<file path="config.mk">
export PLATFORM = sky130hd
export DESIGN_NAME = hilo_unit
export DESIGN_NICKNAME = d
export VERILOG_FILES = /design/src/rtl/hilo_unit_pkg.sv /design/src/rtl/hilo_unit_div_core.sv /design/src/rtl/hilo_unit.sv
export SDC_FILE = /design/constraint.sdc
export NUM_CORES = 1
export LEC_CHECK = 0
export ABC_CLOCK_PERIOD_IN_PS = 2800
export CORE_AREA = 2 2 218 220
export DETAILED_ROUTE_END_ITERATION = 8
export DIE_AREA = 0 0 220 222
export PLACE_DENSITY = 0.57
export SLEW_MARGIN = 20
export SYNTH_ARGS = -nofsm -noshare
export SYNTH_HDL_FRONTEND = slang
export SYNTH_SLANG_ARGS = --single-unit
export TNS_END_PERCENT = 5
</file>
<file path="constraint.sdc">
create_clock -name clk -period 2.8 [get_ports clk]
set_input_delay 0.56 -clock clk [delete_from_list [all_inputs] [get_ports clk]]
set_output_delay 0.56 -clock clk [all_outputs]
set_load 0.02 [all_outputs]
</file>
<file path="src/rtl/hilo_unit_pkg.sv">
// Shared definitions for the HI/LO unit: divider state encoding, default widths
// and the HI/LO reset value.
package hilo_unit_pkg;

    localparam int DW_DEFAULT    = 32;
    localparam int CNT_W_DEFAULT = 6;

    localparam logic [DW_DEFAULT-1:0] HILO_RST_VAL = '0;

    typedef enum logic [1:0] {
        DIV_IDLE = 2'b00,
        DIV_BUSY = 2'b01,
        DIV_DONE = 2'b10
    } divState_e;

endpackage

</file>
<file path="src/rtl/hilo_unit_div_core.sv">
// Iterative restoring divider: one quotient bit per cycle over DW cycles, with
// sign fix-up applied to the outputs presented while in DONE.
module hilo_unit_div_core
    import hilo_unit_pkg::*;
#(
    parameter int DW    = DW_DEFAULT,
    parameter int CNT_W = CNT_W_DEFAULT
) (
    input  logic          clk,
    input  logic          rst_n,
    input  logic          start_i,
    input  logic          signed_i,
    input  logic [DW-1:0] dividend_i,
    input  logic [DW-1:0] divisor_i,
    input  logic          annul_i,
    output logic          busy_o,
    output logic          done_o,
    output logic [DW-1:0] quot_o,
    output logic [DW-1:0] rem_o
);

    divState_e      state_q, state_d;
    logic [CNT_W-1:0] cnt_q, cnt_d;
    logic [DW-1:0]  quot_q, quot_d;
    logic [DW-1:0]  rem_q, rem_d;
    logic [DW-1:0]  divisor_q, divisor_d;
    logic           negQuot_q, negQuot_d;
    logic           negRem_q, negRem_d;

    logic [DW:0]    trial;
    logic           dividendNeg;
    logic           divisorNeg;

    always_ff @(posedge clk or negedge rst_n) begin
        if (!rst_n) begin
            state_q   <= DIV_IDLE;
            cnt_q     <= '0;
            quot_q    <= '0;
            rem_q     <= '0;
            divisor_q <= '0;
            negQuot_q <= 1'b0;
            negRem_q  <= 1'b0;
        end else begin
            state_q   <= state_d;
            cnt_q     <= cnt_d;
            quot_q    <= quot_d;
            rem_q     <= rem_d;
            divisor_q <= divisor_d;
            negQuot_q <= negQuot_d;
            negRem_q  <= negRem_d;
        end
    end

    // The quotient register doubles as the dividend shifter: its MSB feeds the
    // remainder on each step while the new quotient bit enters at the LSB.
    always_comb begin
        state_d     = state_q;
        cnt_d       = cnt_q;
        quot_d      = quot_q;
        rem_d       = rem_q;
        divisor_d   = divisor_q;
        negQuot_d   = negQuot_q;
        negRem_d    = negRem_q;
        dividendNeg = signed_i & dividend_i[DW-1];
        divisorNeg  = signed_i & divisor_i[DW-1];
        trial       = {rem_q, quot_q[DW-1]} - {1'b0, divisor_q};

        case (state_q)
            DIV_IDLE: begin
                if (start_i) begin
                    if (divisor_i == '0) begin
                        quot_d    = '1;
                        rem_d     = dividend_i;
                        negQuot_d = 1'b0;
                        negRem_d  = 1'b0;
                        state_d   = DIV_DONE;
                    end else begin
                        quot_d    = dividendNeg ? -dividend_i : dividend_i;
                        divisor_d = divisorNeg ? -divisor_i : divisor_i;
                        rem_d     = '0;
                        cnt_d     = '0;
                        negQuot_d = dividendNeg ^ divisorNeg;
                        negRem_d  = dividendNeg;
                        state_d   = DIV_BUSY;
                    end
                end
            end
            DIV_BUSY: begin
                if (annul_i) begin
                    state_d = DIV_IDLE;
                end else begin
                    if (!trial[DW]) begin
                        rem_d  = trial[DW-1:0];
                        quot_d = {quot_q[DW-2:0], 1'b1};
                    end else begin
                        rem_d  = {rem_q[DW-2:0], quot_q[DW-1]};
                        quot_d = {quot_q[DW-2:0], 1'b0};
                    end
                    cnt_d = cnt_q + CNT_W'(1);
                    if (cnt_q == CNT_W'(DW - 1)) begin
                        state_d = DIV_DONE;
                    end
                end
            end
            DIV_DONE: begin
                state_d = DIV_IDLE;
            end
            default: begin
                state_d = DIV_IDLE;
            end
        endcase
    end

    assign busy_o = (state_q != DIV_IDLE);
    assign done_o = (state_q == DIV_DONE);
    assign quot_o = negQuot_q ? -quot_q : quot_q;
    assign rem_o  = negRem_q ? -rem_q : rem_q;

endmodule

</file>
<file path="src/rtl/hilo_unit.sv">
// Architectural HI/LO register pair with write-back writes, divider result writes
// and pipeline stall. Define HILO_BYPASS_EN to forward write-back data to hi_o/lo_o.
module hilo_unit
    import hilo_unit_pkg::*;
#(
    parameter int DW    = DW_DEFAULT,
    parameter int CNT_W = CNT_W_DEFAULT
) (
    input  logic          clk,
    input  logic          rst_n,
    input  logic          wb_whilo_i,
    input  logic [DW-1:0] wb_hi_i,
    input  logic [DW-1:0] wb_lo_i,
    output logic [DW-1:0] hi_o,
    output logic [DW-1:0] lo_o,
    input  logic          div_start_i,
    input  logic          div_signed_i,
    input  logic [DW-1:0] div_dividend_i,
    input  logic [DW-1:0] div_divisor_i,
    input  logic          div_annul_i,
    output logic          stall_o,
    output logic          div_busy_o
);

    logic [DW-1:0] hi_q, hi_d;
    logic [DW-1:0] lo_q, lo_d;
    logic          divBusy;
    logic          divDone;
    logic [DW-1:0] divQuot;
    logic [DW-1:0] divRem;

    hilo_unit_div_core #(
        .DW    (DW),
        .CNT_W (CNT_W)
    ) u_div_core (
        .clk        (clk),
        .rst_n      (rst_n),
        .start_i    (div_start_i),
        .signed_i   (div_signed_i),
        .dividend_i (div_dividend_i),
        .divisor_i  (div_divisor_i),
        .annul_i    (div_annul_i),
        .busy_o     (divBusy),
        .done_o     (divDone),
        .quot_o     (divQuot),
        .rem_o      (divRem)
    );

    // The divide is younger than whatever sits in write-back, so its result wins.
    always_comb begin
        hi_d = hi_q;
        lo_d = lo_q;
        if (divDone) begin
            hi_d = divRem;
            lo_d = divQuot;
        end else if (wb_whilo_i) begin
            hi_d = wb_hi_i;
            lo_d = wb_lo_i;
        end
    end

    always_ff @(posedge clk or negedge rst_n) begin
        if (!rst_n) begin
            hi_q <= DW'(HILO_RST_VAL);
            lo_q <= DW'(HILO_RST_VAL);
        end else begin
            hi_q <= hi_d;
            lo_q <= lo_d;
        end
    end

`ifdef HILO_BYPASS_EN
    assign hi_o = (wb_whilo_i && !divDone) ? wb_hi_i : hi_q;
    assign lo_o = (wb_whilo_i && !divDone) ? wb_lo_i : lo_q;
`else
    assign hi_o = hi_q;
    assign lo_o = lo_q;
`endif

    assign stall_o    = divBusy ? !divDone : div_start_i;
    assign div_busy_o = divBusy;

endmodule

</file>
==> results of run 1 <==
==> registers in the layout, indices dropped and copies added, names as in the netlist <==
name	flops
lo_o	32
u_div_core.negQuot_q	1
u_div_core.divisor_q	32
u_div_core.cnt_q	6
u_div_core.rem_q	32
u_div_core.quot_q	32
hi_o	32
u_div_core.negRem_q	1
u_div_core.state_q	2
==> Yosys cell counts, types with 13 or more instances <==
library cell,n,area [um2]
nor3_1,33,165
o22ai_1,13,81.3
nand2_1,160,601
mux2_2,24,270
ha_1,37,463
a31oi_1,37,231
inv_1,45,169
xnor2_1,90,788
or3_1,21,131
nand3_1,29,145
or4_1,14,105
nand2b_1,23,144
mux2i_1,61,611
clkbuf_1,65,244
a21o_1,22,165
a21oi_1,153,766
dfrtp_1,170,4250
o31ai_1,30,225
o21ai_0,106,531
nor2_1,177,664
and3_1,16,100
xor2_1,50,438
==> report_power, final <==
group	internal (uW)	switching, uW	leakage, uW
clock network	1230	1220	0.000297
logic	5200	5260	0.00547
registers	3070	772	0.00198
==> kinds of logic after synthesis <==
logic type,count (synthesis),share of synthesized area [%]
xor gates and xnor gates,140,9.85
muxes,85,7.07
adders and majority gates,38,3.88
and+or+nand+nor,531,19.9
AOI/OAI and AO/OA,435,21.1
buffers and inverters,131,4.04
DFF,170,34.2
==> worst max path at each step <==
stage / start / end / slack, ns / cells after the start
final: u_div_core.rem_q[8] / hi_o[22] / -0.25 / 8
after global routing: u_div_core.rem_q[8] / hi_o[22] / -0.33 / 8
after CTS: u_div_core.rem_q[9] / hi_o[22] / -0.22 / 8
after detailed placement: div_divisor_i[10] / u_div_core.rem_q[4] / -0.66 / 10
after global placement: div_divisor_i[10] / u_div_core.rem_q[10] / -0.58 / 11
after floorplan: u_div_core.rem_q[12] / u_div_core.rem_q[13] / -0.04 / 11
==> layer usage <==
layer  share of wire [%]  global-route usage [%]  vias to the layer above
li1                    -                       -                     6312
met1                  47                    25.3                     6205
met2                  45                    28.2                      424
met3                 6.4                    2.55                       64
met4                 2.3                    6.24                        2
met5               0.029                       0                        -
==> layout make-up <==
type | count | area [um2] | share of cell area, %
antenna | 1 | 2.50 | 0.0136
clock buffer | 18 | 439 | 2.38
clock inverter | 14 | 173 | 0.936
inverter | 45 | 169 | 0.916
multi-input combinational | 1229 | 8300 | 45.0
sequential | 170 | 4270 | 23.1
tap | 607 | 759 | 4.12
timing repair buffer | 488 | 4340 | 23.5
==> per-stage QoR <==
| stage | cell area, um2 | power, uW | utilization, % | TNS (ns) |
|---|---|---|---|---|
| after floorplan | 12500 | 8900 | - | -0.327 |
| after global placement | 17100 | 12800 | 37.1 | -41.44 |
| after detailed placement | 17100 | 12900 | 37.1 | -47.59 |
| after CTS | 18000 | 15900 | 38.9 | -1.85 |
| after global routing | 18400 | 17800 | 39.9 | -8.32 |
| final | 18400 | 16800 | 39.9 | -3.92 |
==> what timing repair did <==
action                                  in CTS  in global routing
hold buffers                                 0                  0
pin swaps                                   23                 25
endpoints found under the setup margin      58                 63
buffers inserted                             5                  8
gates resized for setup                     54                 72
gates cloned                                 0                  1
==> worst reg2reg max path: stages (launching register included) <==
cell and delay [ns]:
dfrtp_2 0.46, or3_4 0.38, or3_4 0.34, or3_4 0.35, or4_4 0.51, or3_4 0.36
o31ai_4 0.24, xor2_1 0.19, o21ai_1 0.07
==> run summary, run 1 <==
R2r startpoint = u_div_core.rem_q[8]
Commonest non-fill, non-tap cells in the layout = buf_4 (272), clkdlybuf4s50_1 (197), nor2_1 (176)
CTS root buffer = clkbuf_16
First-pass GRT wire length = 68,800 um
Register area share after synthesis = 34.2%
Htree depth = 4
Pleak = 0.00775 uW
Die Y = 222 um
Area of the die = 0.0488 mm2
Kind of critical path = register to register
Main synth FF type = dfrtp_1
DR pass1 iterations = 8
Slowest stage delay, CP = 0.51 ns
Netlist cell types = 66
Global Route Usage Sum = 18.0%
Pre-CTS setup slack = -0.657 ns
Layout cells sized above 1 = 23.7%
Final Hold Viols = 0
Startpoint Class = register
CP Cell Sequence = or3_4 > or3_4 > or3_4 > or4_4 > or3_4 > o31ai_4 > xor2_1 > o21ai_1
Reg2Reg Depth = 8
Area Overhead vs Synth = 48.2%
Final Critical Period = 3.05 ns
Largest net degree at the start of global routing = 116
Warning count from the yosys run = 0
Critical Path AT = 3.37 ns
Clock Latency Late Sink = 0.46 ns
DR vias = 13,000
Post-route ant nets = 0
Setup Viol. Count Final = 38
CTS max path bufs = 2
WL per Instance = 17.5 um
Post-DP HPWL = 34,900 um
WP data required = 3.12 ns
CTS clk-pin slew, worst paths = 0.08 ns
DRC violations left = 0
Fin. max-slew vios = 0
Core Box Area = 0.0463 mm2
Final worst path period share = 109%
Ports = 200
Die W = 220 um
Failing checks = negative setup slack
Slowest cell on crit path = or4_4
CP max FO = 3
Max-slew headroom = 34.2%
Mapped Cells = 1,530
VDD IR max = 590 uV
Nets@finish = 2,123
RSZ-0062 raised after global routing = true
Crit path max-delay family = simple AND/OR/NAND/NOR gates
Post-synth EDFFs = 0
Setup slack, reg-to-reg = -0.25 ns
Sink Count = 170
Initial Utilization = 26.9%
Syn Nets = 1,702
Power density over cell area = 908 mW/mm2
Drt initial violations = 1,013
Yosys reg bits = 170
Post-Syn Area per Cell = 8.14 um2
Initial antenna violation count = 1
Post-layout worst setup margin = -0.249 ns
Post-Synthesis Cell Area = 0.0125 mm2
Async set-reset flop share out of synthesis = 100%
Commonest non-fill, non-tap cell in the layout = buf_4
Final setup skew = 0.0152 ns
WL final = 45,100 um
Placed Cells = 2,525
Status = complete, but fails checks
# fillers = 4,663
WHS = 0.101 ns
Grt ovf = 0
Buf/Inv on CP = 0
CTS buffer count = 17
Max Fclk = 328 MHz
CP endpoint kind = register
Max Cap Viol = 0
End of the worst register-to-register path = hi_o[22]
Top cell by count, worst path = or3_4
Tightest Pin Transition = 0.987 ns
Vias in the first global route = 12,500
IO buf count = 199
Non-Filler Instances = 2,572
Routed vias/inst = 5.06
CTS tree = done
Hold Path Class = primary input to asynchronous set/reset pin
Final Wtd Congestion = 0.892
Row count = 79
No activity file was read; power rests on OpenSTA's default activity.
==> run 2, diff against run 1 <==
--- a/config.mk
+++ b/config.mk
@@ -5,11 +5,12 @@
 export SDC_FILE = /design/constraint.sdc
 export NUM_CORES = 1
 export LEC_CHECK = 0
-export ABC_CLOCK_PERIOD_IN_PS = 2800
+export ABC_CLOCK_PERIOD_IN_PS = 3010
 export CORE_AREA = 2 2 218 220
+export CTS_CLUSTER_SIZE = 14
 export DETAILED_ROUTE_END_ITERATION = 8
 export DIE_AREA = 0 0 220 222
-export PLACE_DENSITY = 0.57
+export PLACE_DENSITY = 0.56
 export SLEW_MARGIN = 20
 export SYNTH_ARGS = -nofsm -noshare
 export SYNTH_HDL_FRONTEND = slang
==> constraint.sdc (replaced) <==
create_clock -name clk -period 3.01 [get_ports clk]
set_input_delay 0.602 -clock clk [delete_from_list [all_inputs] [get_ports clk]]
set_output_delay 0.602 -clock clk [all_outputs]
set_load 0.02 [all_outputs]
==> run 2 against run 1 <==
Net effect:
- the flow still finishes with violations (negative setup slack)
- clock power shrank 9.4%
- cell count is 1.4% lower
- routed wire length increased by 1.0%
- maximum frequency fell by 1.5%
- flip-flop and latch count stayed put
- final area fell by 2.7%
- clock skew up 0.00054 ns
- die area did not move
- critical path type unchanged
==> run summary, run 2 (synthesis gave the netlist of run 1 again) <==
Status = complete, but fails checks
Failing checks = negative setup slack
Startpoint Class = register
Sink Count = 170
Vias in the first global route = 12,400
Max Fclk = 323 MHz
Final Critical Period = 3.09 ns
Initial antenna violation count = 8
Final antenna diode count = 0
Row count = 79
CTS clk-pin slew, worst paths = 0.08 ns
Critical Path AT = 3.47 ns
Commonest non-fill, non-tap cells in the layout = buf_4 (237), clkdlybuf4s50_1 (196), nor2_1 (176)
Max Cap Viol = 0
Largest net degree at the start of global routing = 75
Drt initial violations = 836
Area Overhead vs Synth = 44.2%
DR vias = 12,700
VDD IR max = 466 uV
First-pass GRT wire length = 70,700 um
Post-DP HPWL = 35,800 um
WL per Instance = 18.0 um
# fillers = 4,727
Max-slew headroom = 26.9%
Die Y = 222 um
Kind of critical path = register to register
Pleak = 0.00755 uW
Clock share of power = 14.6%
Int Power = 8700 uW
Final Hold Viols = 0
Non-Filler Instances = 2,537
Final Wtd Congestion = 0.875
Hold Path Class = primary input to asynchronous set/reset pin
Power density over cell area = 847 mW/mm2
Switching Fraction = 42.8%
Layout cells sized above 1 = 19.9%
Initial Utilization = 26.9%
CTS root buffer = clkbuf_16
CTS tree = done
DR pass1 iterations = 5
WHS = 0.0707 ns
Commonest non-fill, non-tap cell in the layout = buf_4
Clock Latency Late Sink = 0.46 ns
Grt ovf = 0
Area of the die = 0.0488 mm2
Global Route Usage Sum = 18.6%
Placed Cells = 2,486
Htree depth = 4
DRC violations left = 0
RSZ-0062 raised after global routing = true
IO buf count = 199
Critical path origin = u_div_core.divisor_q[0]
Reg power frac = 23.3%
Fin. max-slew vios = 0
Post-route ant nets = 0
Psw = 6510 uW
Routed vias/inst = 5.02
CP endpoint kind = register
Nets@finish = 2,089
Tightest Pin Transition = 1.10 ns
Setup Viol. Count Final = 13
CTS max path bufs = 2
CTS buffer count = 17
Post-layout worst setup margin = -0.0850 ns
WP data required = 3.38 ns
Core Box Area = 0.0463 mm2
Final setup skew = 0.0157 ns
Gate power share = 62.1%
Ports = 200
WL final = 45,600 um
Pre-CTS setup slack = -0.447 ns
Die W = 220 um
Final worst path period share = 103%
CP max FO = 5
R2r startpoint = u_div_core.divisor_q[0]
run 2: cell count changes in the layout (fill, tap and decap cells not counted), sizes merged:
cell,change
buf,-33
clkinv,-3
clkinvlp,+2
bufbuf,+1
bufinv,+1
clkdlybuf4s50,-1
diode,-1
inv,-1
run 2: power by group through the flow:
stage	clock network, uW	registers [uW]	logic (uW)
3_3_place_gp	0	3530	8080
3_5_place_dp	0	3540	8210
5_1_grt	2360	3600	10300
2_1_floorplan	0	3500	4650
6_report	2220	3540	9450
4_1_cts	2280	3510	9050
run 2: final timing paths:
path                                   endpoint  cells past startpoint  slack (ns)
hold reg to reg             u_div_core.cnt_q[1]                      2        0.53
setup / recovery           u_div_core.rem_q[26]                     12       -0.08
setup reg to reg           u_div_core.rem_q[26]                     12       -0.08
max in group asynchronous               hi_o[5]                      2        2.08
hold / removal                         lo_o[20]                      1        0.07
min in group clk            u_div_core.cnt_q[1]                      2        0.53
run 2: layout make-up:
class | count | area [um2] | area share (%)
multi-input cells | 1229 | 8070 | 44.9
clock buffers | 19 | 443 | 2.47
inverters | 45 | 169 | 0.941
repair buffers | 454 | 4120 | 22.9
clock inverters | 13 | 138 | 0.767
well taps | 607 | 759 | 4.23
flip-flops and latches | 170 | 4260 | 23.7
run 2: stage by stage:
step / TNS (ns) / area (um2) / total power [uW] / util (%)
floorplan: 0 / 12500 / 8160 / -
global placement: -27.29 / 16800 / 11600 / 36.3
detailed placement: -28.54 / 16800 / 11700 / 36.3
CTS: -0.147 / 17700 / 14800 / 38.3
global route: -3.41 / 18000 / 16300 / 38.8
finish: -0.482 / 18000 / 15200 / 38.8
run 2: metal layers:
metal,GRT usage [%],part of all wire [%],wire length [um],vias up
li1,-,-,-,6244
met1,25.9,47,21500,6090
met2,28.7,44,20200,312
met3,3.98,5.8,2660,72
met4,5.50,2.3,1070,16
met5,0,0.21,96,-
run 2: repair_timing:
item                                    CTS  global route
endpoints found under the setup margin   35            56
cloned                                    3             0
setup buffers                             9             7
pin swaps                                25            14
hold buffers                              0             0
resized for setup                        49            30
endpoints found under the hold margin     0             0
run 2: worst max-delay path: stages (launching register included):
cell      delay (ns)
dfrtp_2         0.48
ha_4            0.20
fa_2            0.35
nand2b_4        0.15
a21o_1          0.18
a21oi_2         0.20
a21o_1          0.22
buf_6           0.12
a2111o_1        0.21
nand3_4         0.18
buf_6           0.18
or4_4           0.41
a31oi_1         0.15
